**config.mk**
```make
export PLATFORM = sky130hd
export DESIGN_NAME = demux_dispatch_1x4
export DESIGN_NICKNAME = d
export VERILOG_FILES = /design/src/rtl/demux_dispatch_1x4.sv
export SDC_FILE = /design/constraint.sdc
export NUM_CORES = 1
export LEC_CHECK = 0
export CAP_MARGIN = 20
export CELL_PAD_IN_SITES_DETAIL_PLACEMENT = 1
export CELL_PAD_IN_SITES_GLOBAL_PLACEMENT = 1
export CORE_UTILIZATION = 47
export CTS_CLUSTER_SIZE = 12
export DETAILED_ROUTE_END_ITERATION = 16
export PLACE_DENSITY = 0.89
export SLEW_MARGIN = 10
export SYNTH_ARGS = -nofsm -noshare
export SYNTH_HDL_FRONTEND = slang
export SYNTH_SLANG_ARGS = --single-unit
```
**constraint.sdc**
```tcl
create_clock -name clk -period 3 [get_ports clk]
set_clock_uncertainty 0.1 [all_clocks]
set_input_delay 0.45 -clock clk [delete_from_list [all_inputs] [get_ports clk]]
set_output_delay 0.45 -clock clk [all_outputs]
set_load 0.03 [all_outputs]
```
**src/rtl/demux_dispatch_1x4.sv**
```systemverilog
// Registered 1-to-4 stream dispatcher: each accepted word is steered by in_sel or
// round-robin into one of four per-channel FIFOs, so a stalled consumer only
// blocks words headed for its own channel.
module demux_dispatch_1x4 #(
    parameter int unsigned DW      = 8,
    parameter int unsigned DEPTH   = 2,
    parameter int unsigned RR_MODE = 0
) (
    input  logic              clk,
    input  logic              rst,
    input  logic              in_valid,
    output logic              in_ready,
    input  logic [DW-1:0]     in_data,
    input  logic [1:0]        in_sel,
    output logic [3:0]        out_valid,
    input  logic [3:0]        out_ready,
    output logic [4*DW-1:0]   out_data,
    output logic [1:0]        rr_ptr
);

    localparam int unsigned AW = $clog2(DEPTH);
    localparam int unsigned PW = AW + 1;

    logic [1:0] r_rr_ptr;
    logic [1:0] w_tgt;
    logic [3:0] w_full;
    logic [3:0] w_empty;
    logic       w_accept;

    // Destination comes only from registered state or in_sel, never from out_ready
    always_comb begin
        w_tgt    = (RR_MODE != 0) ? r_rr_ptr : in_sel;
        in_ready = ~w_full[w_tgt];
        w_accept = in_valid & in_ready;
        rr_ptr   = (RR_MODE != 0) ? r_rr_ptr : 2'd0;
    end

    // Round-robin pointer moves only when a word is actually taken
    always_ff @(posedge clk or posedge rst) begin
        if (rst) begin
            r_rr_ptr <= 2'd0;
        end else if ((RR_MODE != 0) && w_accept) begin
            r_rr_ptr <= r_rr_ptr + 2'd1;
        end
    end

    for (genvar n = 0; n < 4; n++) begin : g_ch
        logic [DW-1:0] r_mem [DEPTH];
        logic [PW-1:0] r_wr_ptr;
        logic [PW-1:0] r_rd_ptr;
        logic          w_push;
        logic          w_pop;

        // Occupancy from extra-MSB pointers; full is judged before this cycle's pop
        always_comb begin
            w_empty[n] = (r_wr_ptr == r_rd_ptr);
            w_full[n]  = (r_wr_ptr[AW] != r_rd_ptr[AW]) &&
                         (r_wr_ptr[AW-1:0] == r_rd_ptr[AW-1:0]);
            w_push     = w_accept && (w_tgt == 2'(n));
            w_pop      = ~w_empty[n] & out_ready[n];
            out_valid[n]            = ~w_empty[n];
            out_data[n*DW +: DW]    = w_empty[n] ? '0 : r_mem[r_rd_ptr[AW-1:0]];
        end

        // Pointer state; reset empties the channel immediately
        always_ff @(posedge clk or posedge rst) begin
            if (rst) begin
                r_wr_ptr <= '0;
                r_rd_ptr <= '0;
            end else begin
                if (w_push) r_wr_ptr <= r_wr_ptr + PW'(1);
                if (w_pop)  r_rd_ptr <= r_rd_ptr + PW'(1);
            end
        end

        // Storage needs no reset: contents are masked whenever the channel is empty
        always_ff @(posedge clk) begin
            if (w_push) r_mem[r_wr_ptr[AW-1:0]] <= in_data;
        end
    end

endmodule

```
==> impl_metrics.toml <==
[sta]
worst_pin_slew_ns = 0.835
fin_crit_sh_pct = 96.0
setup-violations-final = 0
relSlewSlack_pct = 44.4
finalCriticalPeriod_ns = 2.88
timing.fmax_ghz = 0.347
rsz0062_at_grt = "false"
finalHoldViolations = 0
setup_tns_ns = 0
final-max-slew-violation-count = 0

[floorplanning]
coreArea_um2 = 6830
io_pins = 56
rows = 30
die_y_um = 86.2
fp.dieW_um = 86.2
start_util_pct = 48.7
die-area_um2 = 7420

[detailed_routing]
wirelength_mm = 7.85
ant_nets = 0
via_count = 1995
drc = 0
routedWlPerCell_um = 20.1
first_pass_iters = 4
first_iter_violations = 65
vias_per_cell = 5.12

[final_layout]
multiInputGateArea_um2 = 965
area_delta_synth_final_pct = 28.4
num_antenna_cells = 0
regArea_um2 = 2320
layoutNonFillerInstCount = 390
final_layout_size_suffix_gt1_share_pct = 11.2
final_nets = 306
fillers = 674
stdcell_area_um2 = 4280

[global_route]
grt_max_degree = 17
grtUsageTotal_pct = 22.8
grt_overflow = 0
antenna_found_initial = 0
grt_pass1_vias = 2178
grt_pass1_wl_mm = 12.0

[setup_path]
cp.arrival_ns = 2.33
critPathMaxFanout = 6
reg2reg_to = "g_ch[2].r_mem[1][2]"
setup.worst_path.end_class = "primary output"
worst-setup-path-type = "reg2out"
r2r_cells = 2
startpoint_type = "flip-flop"
required_ns = 2.45
cp-endpoint = "in_ready"
worstReg2RegStart = "g_ch[2].r_wr_ptr[1]"
cp-startpoint = "g_ch[2].r_wr_ptr[1]"
regToRegSetupSlack_ns = 1.01

[clock_network]
clk_latency_ns = 0.35
cts-buffers-inserted = 9
clkSlewWorstSetupHoldPaths_ns = 0.08
cts_tree = "yes"
clock_sinks = 80
cts_root_buf = "clkbuf_8"
cts_max_level = 3
hold_buffers = 0
cts_max_path_buffers = 2

[yosys]
yosysMostFrequentCell = "edfxtp_1"
synthTopCellsByCount = "edfxtp_1, nor2_1, mux2i_1, dfrtp_1, xnor2_1"
yosysWarnings = 0
yosys-top-cells-area = "edfxtp_1, dfrtp_1, mux2i_1"
async_flop_share_pct = 20.0
yosysSeqAreaShare_pct = 69.7
synth_edf_count = 64
synth_top_cell_by_area = "edfxtp_1"
netlist_instances = 223
ys_ff_latch = 80
synth_ff_type = "edfxtp_1"
yosys.area.top_type_share_pct = 57.7
syn_area_um2 = 3330
avgSynthCellArea_um2 = 14.9
ys_types = 25

[status]
run_status = "completed"

[place]
place_area_um2 = 4010
place_hpwl_mm = 5.35
gp_congestion = 0.754
place_inst = 374
io_buffers = 53

[power_and_ir_drop]
p_total_w = 0.00549
cellLeakagePower_nw = 1.59
p_per_area_nw_per_um2 = 1280
peakVddDrop_uv = 819

[run]
cap_violations = 0

[hold_path]
hp-class = "in2async"
==> power by group <==
| group | internal [W] | switching [W] | total [W] |
|---|---|---|---|
| combinational | 0.00117 | 0.00180 | 0.00297 |
| sequential | 0.00140 | 0.000177 | 0.00158 |
| clock | 0.000555 | 0.000388 | 0.000943 |
==> cell families (layout without fill, tap and decap cells) <==
logic type	Yosys count	after routing	synth area share, %
flops	80	80	69.7
buf+inv	17	87	2.29
xor+xnor	28	28	7.59
mux	33	33	10.3
other cells	1	2	0.113
simple gates	48	48	5.86
compound gates	16	16	4.10
==> state kept, by name, indices dropped and copies added, names as in the netlist <==
name / count
g_ch.r_mem: 64
g_ch.r_rd_ptr: 8
g_ch.r_wr_ptr: 8
==> worst max-delay path, stage by stage (launching register included) <==
cell             delay [ns]
dfrtp_1                0.44
xor2_2                 0.37
nand2_1                0.11
mux4_2                 0.45
clkdlybuf4s50_1        0.60
==> cell type report <==
type / count / share of cell area, %
clock buffers: 11 / 3.07
clock inverters: 5 / 2.49
inverters: 9 / 0.790
multi-input cells: 127 / 22.6
flip-flops and latches: 80 / 54.3
well taps: 96 / 2.81
repair buffers: 62 / 14.0
==> stage by stage <==
step           utilization (%)  hold slack (ns)  worst slack (ns)
2_1_floorplan                -            0.264             0.957
3_3_place_gp              58.7            0.373             0.366
3_5_place_dp              58.7            0.377             0.350
4_1_cts                   62.3            0.381            0.0585
5_1_grt                   62.6            0.429            0.0326
6_report                  62.6            0.370             0.121
==> how the worst min path moves through the flow <==
stage	startpoint	to	slack [ns]	depth (start not counted)
floorplan	rst	g_ch[0].r_rd_ptr[0]	0.26	1
global placement	g_ch[1].r_wr_ptr[1]	g_ch[1].r_wr_ptr[1]	0.37	1
detailed placement	g_ch[3].r_wr_ptr[1]	g_ch[3].r_wr_ptr[1]	0.38	1
CTS	rst	g_ch[2].r_rd_ptr[1]	0.38	2
global route	rst	g_ch[2].r_rd_ptr[1]	0.43	2
finish	rst	g_ch[2].r_rd_ptr[1]	0.37	2
==> placed cells by master (no fill, tap or decap), drive strengths merged, types with 2 or more instances in the layout <==
cell type,netlist,routed
o211ai,4,4
mux2i,32,32
xor2,13,13
dfrtp,16,16
a211oi,5,5
nor2,36,36
xnor2,15,15
clkdlybuf4s50,0,53
nor2b,2,2
edfxtp,64,64
conb,1,2
and2,2,2
o21ai,4,4
nand2,6,6
inv,9,9
bufinv,0,3
buf,6,9
clkbuf,2,11
==> layer usage <==
layer | track usage (%) | vias up | part of all wire, %
met5 | 0 | - | 0
met4 | 9.39 | 0 | 1.8
met3 | 4.52 | 15 | 3.3
met2 | 40.5 | 54 | 53
met1 | 27.0 | 1010 | 41
li1 | - | 916 | -
==> repair_timing <==
item,CTS,global route
setup endpoints to repair,1,11
setup buffers,0,0
resized for setup,1,5
Note: power is estimated with default switching activity, not from simulation.
==> edit (same settings) <==
Make the reset (`rst`) synchronous in 2 clocked blocks.
--- a/src/rtl/demux_dispatch_1x4.sv
+++ b/src/rtl/demux_dispatch_1x4.sv
@@ -36,7 +36,7 @@
     end
 
     // Round-robin pointer moves only when a word is actually taken
-    always_ff @(posedge clk or posedge rst) begin
+    always_ff @(posedge clk) begin
         if (rst) begin
             r_rr_ptr <= 2'd0;
         end else if ((RR_MODE != 0) && w_accept) begin
@@ -63,7 +63,7 @@
         end
 
         // Pointer state; reset empties the channel immediately
-        always_ff @(posedge clk or posedge rst) begin
+        always_ff @(posedge clk) begin
             if (rst) begin
                 r_wr_ptr <= '0;
                 r_rd_ptr <= '0;
Function: differs if rst is asserted again (counterexample within 4 cycles, from zero or initial values and one cycle with rst high); with rst held inactive, the same outputs for 4 cycles.
==> edit against the original RTL <==
Sequential cell count up 4; hold slack better by 0.095 ns; via count rose by 13%; design area up 3.9%; worst setup slack worse by 0.0051 ns; count of clock-buffer cells in the layout shrank 1; wire length rose by 2.1%; synthesized area is 8.9% higher; final cell count up 11%; non-clock buffer count fell by 2; critical path type unchanged; critical endpoint unchanged; highest routed layer unchanged.
Power is not compared: it rests on default switching activity, and its combinational part moved more than twofold at a synthesized area within 25%.
==> edit: results (changes against the original RTL) <==
[run_status]
status=complete, no violations

[global_routing]
grt_first_pass_wirelength_um=12600  ; +4.4%
grt.total_usage=0.211  ; -0.0169
grt_max_degree=29  ; +12
grt_pass1_vias=2366  ; +8.6%

[cts]
cts_resized=0  ; -1

[placed_design]
pre_cts_ws_ns=0.375  ; +0.0246 ns
place_inst=417  ; +11%
dpl-instance-area_um2=4270  ; +6.5%
place_congestion=0.786  ; +4.2%

[cells_and_area]
n_fill_cell=753  ; +12%
layout.nets=346  ; +13%
drive_above_1_share=0.129  ; +0.0165

[synth]
synth_cell_type_count=30  ; +20%
yosys-top-cells-count=edfxtp_1, nor2_1, mux2i_1, dfxtp_1, mux2_2
async_flop_share=0  ; -0.200
ys_seq_area_frac=0.641  ; -0.0568
synthTopCellsByArea=edfxtp_1, dfxtp_1, mux2i_1, nor2_1, mux2_2

[sta]
holdWs_ns=0.465  ; +0.0953 ns
max_freq_mhz=347  ; -0.18%
worst_pin_slew_ns=0.500  ; -0.334 ns

[routing]
via_per_inst=5.19  ; +1.5%
avgRoutedWirePerCell_um=18.5  ; -8.0%
drtPass1Iterations=4  ; unchanged
first_iter_violations=64  ; -1.5%
dr_total_vias=2249  ; +13%

[worst_hold_path]
whs_path_depth=2
hp-class=flop to flop

## edit: changes by cell type after synthesis, moves of 5 or more
cell	change
a21oi_1	+7
and2_1	+5
buf_1	+5
dfrtp_1	-16
dfxtp_1	+20
mux2_2	+15
nor2_1	+15
nor2b_1	+8
xnor2_1	-7
xor2_1	-10
## edit: cell type report
class	instances	area share
Clock inverter	6	0.0107
Timing Repair Buffer	60	0.131
Tap cell	99	0.0279
Multi-Input combinational cell	167	0.273
Inverter	7	0.00591
Sequential cell	84	0.523
Clock buffer	10	0.0287
## edit: kinds of logic after synthesis
family	share of synthesized area
mux	0.153
xor+xnor	0.0331
other cells	0.00103
compound gates	0.0445
flops	0.641
simple gates	0.103
buf+inv	0.0255
## edit: layer usage
metal,GRT usage,vias up,part of all wire
met5,0,-,0
met2,0.381,49,0.53
met1,0.247,1114,0.42
met4,0.0710,0,0.018
met3,0.0474,11,0.029
li1,-,1075,-
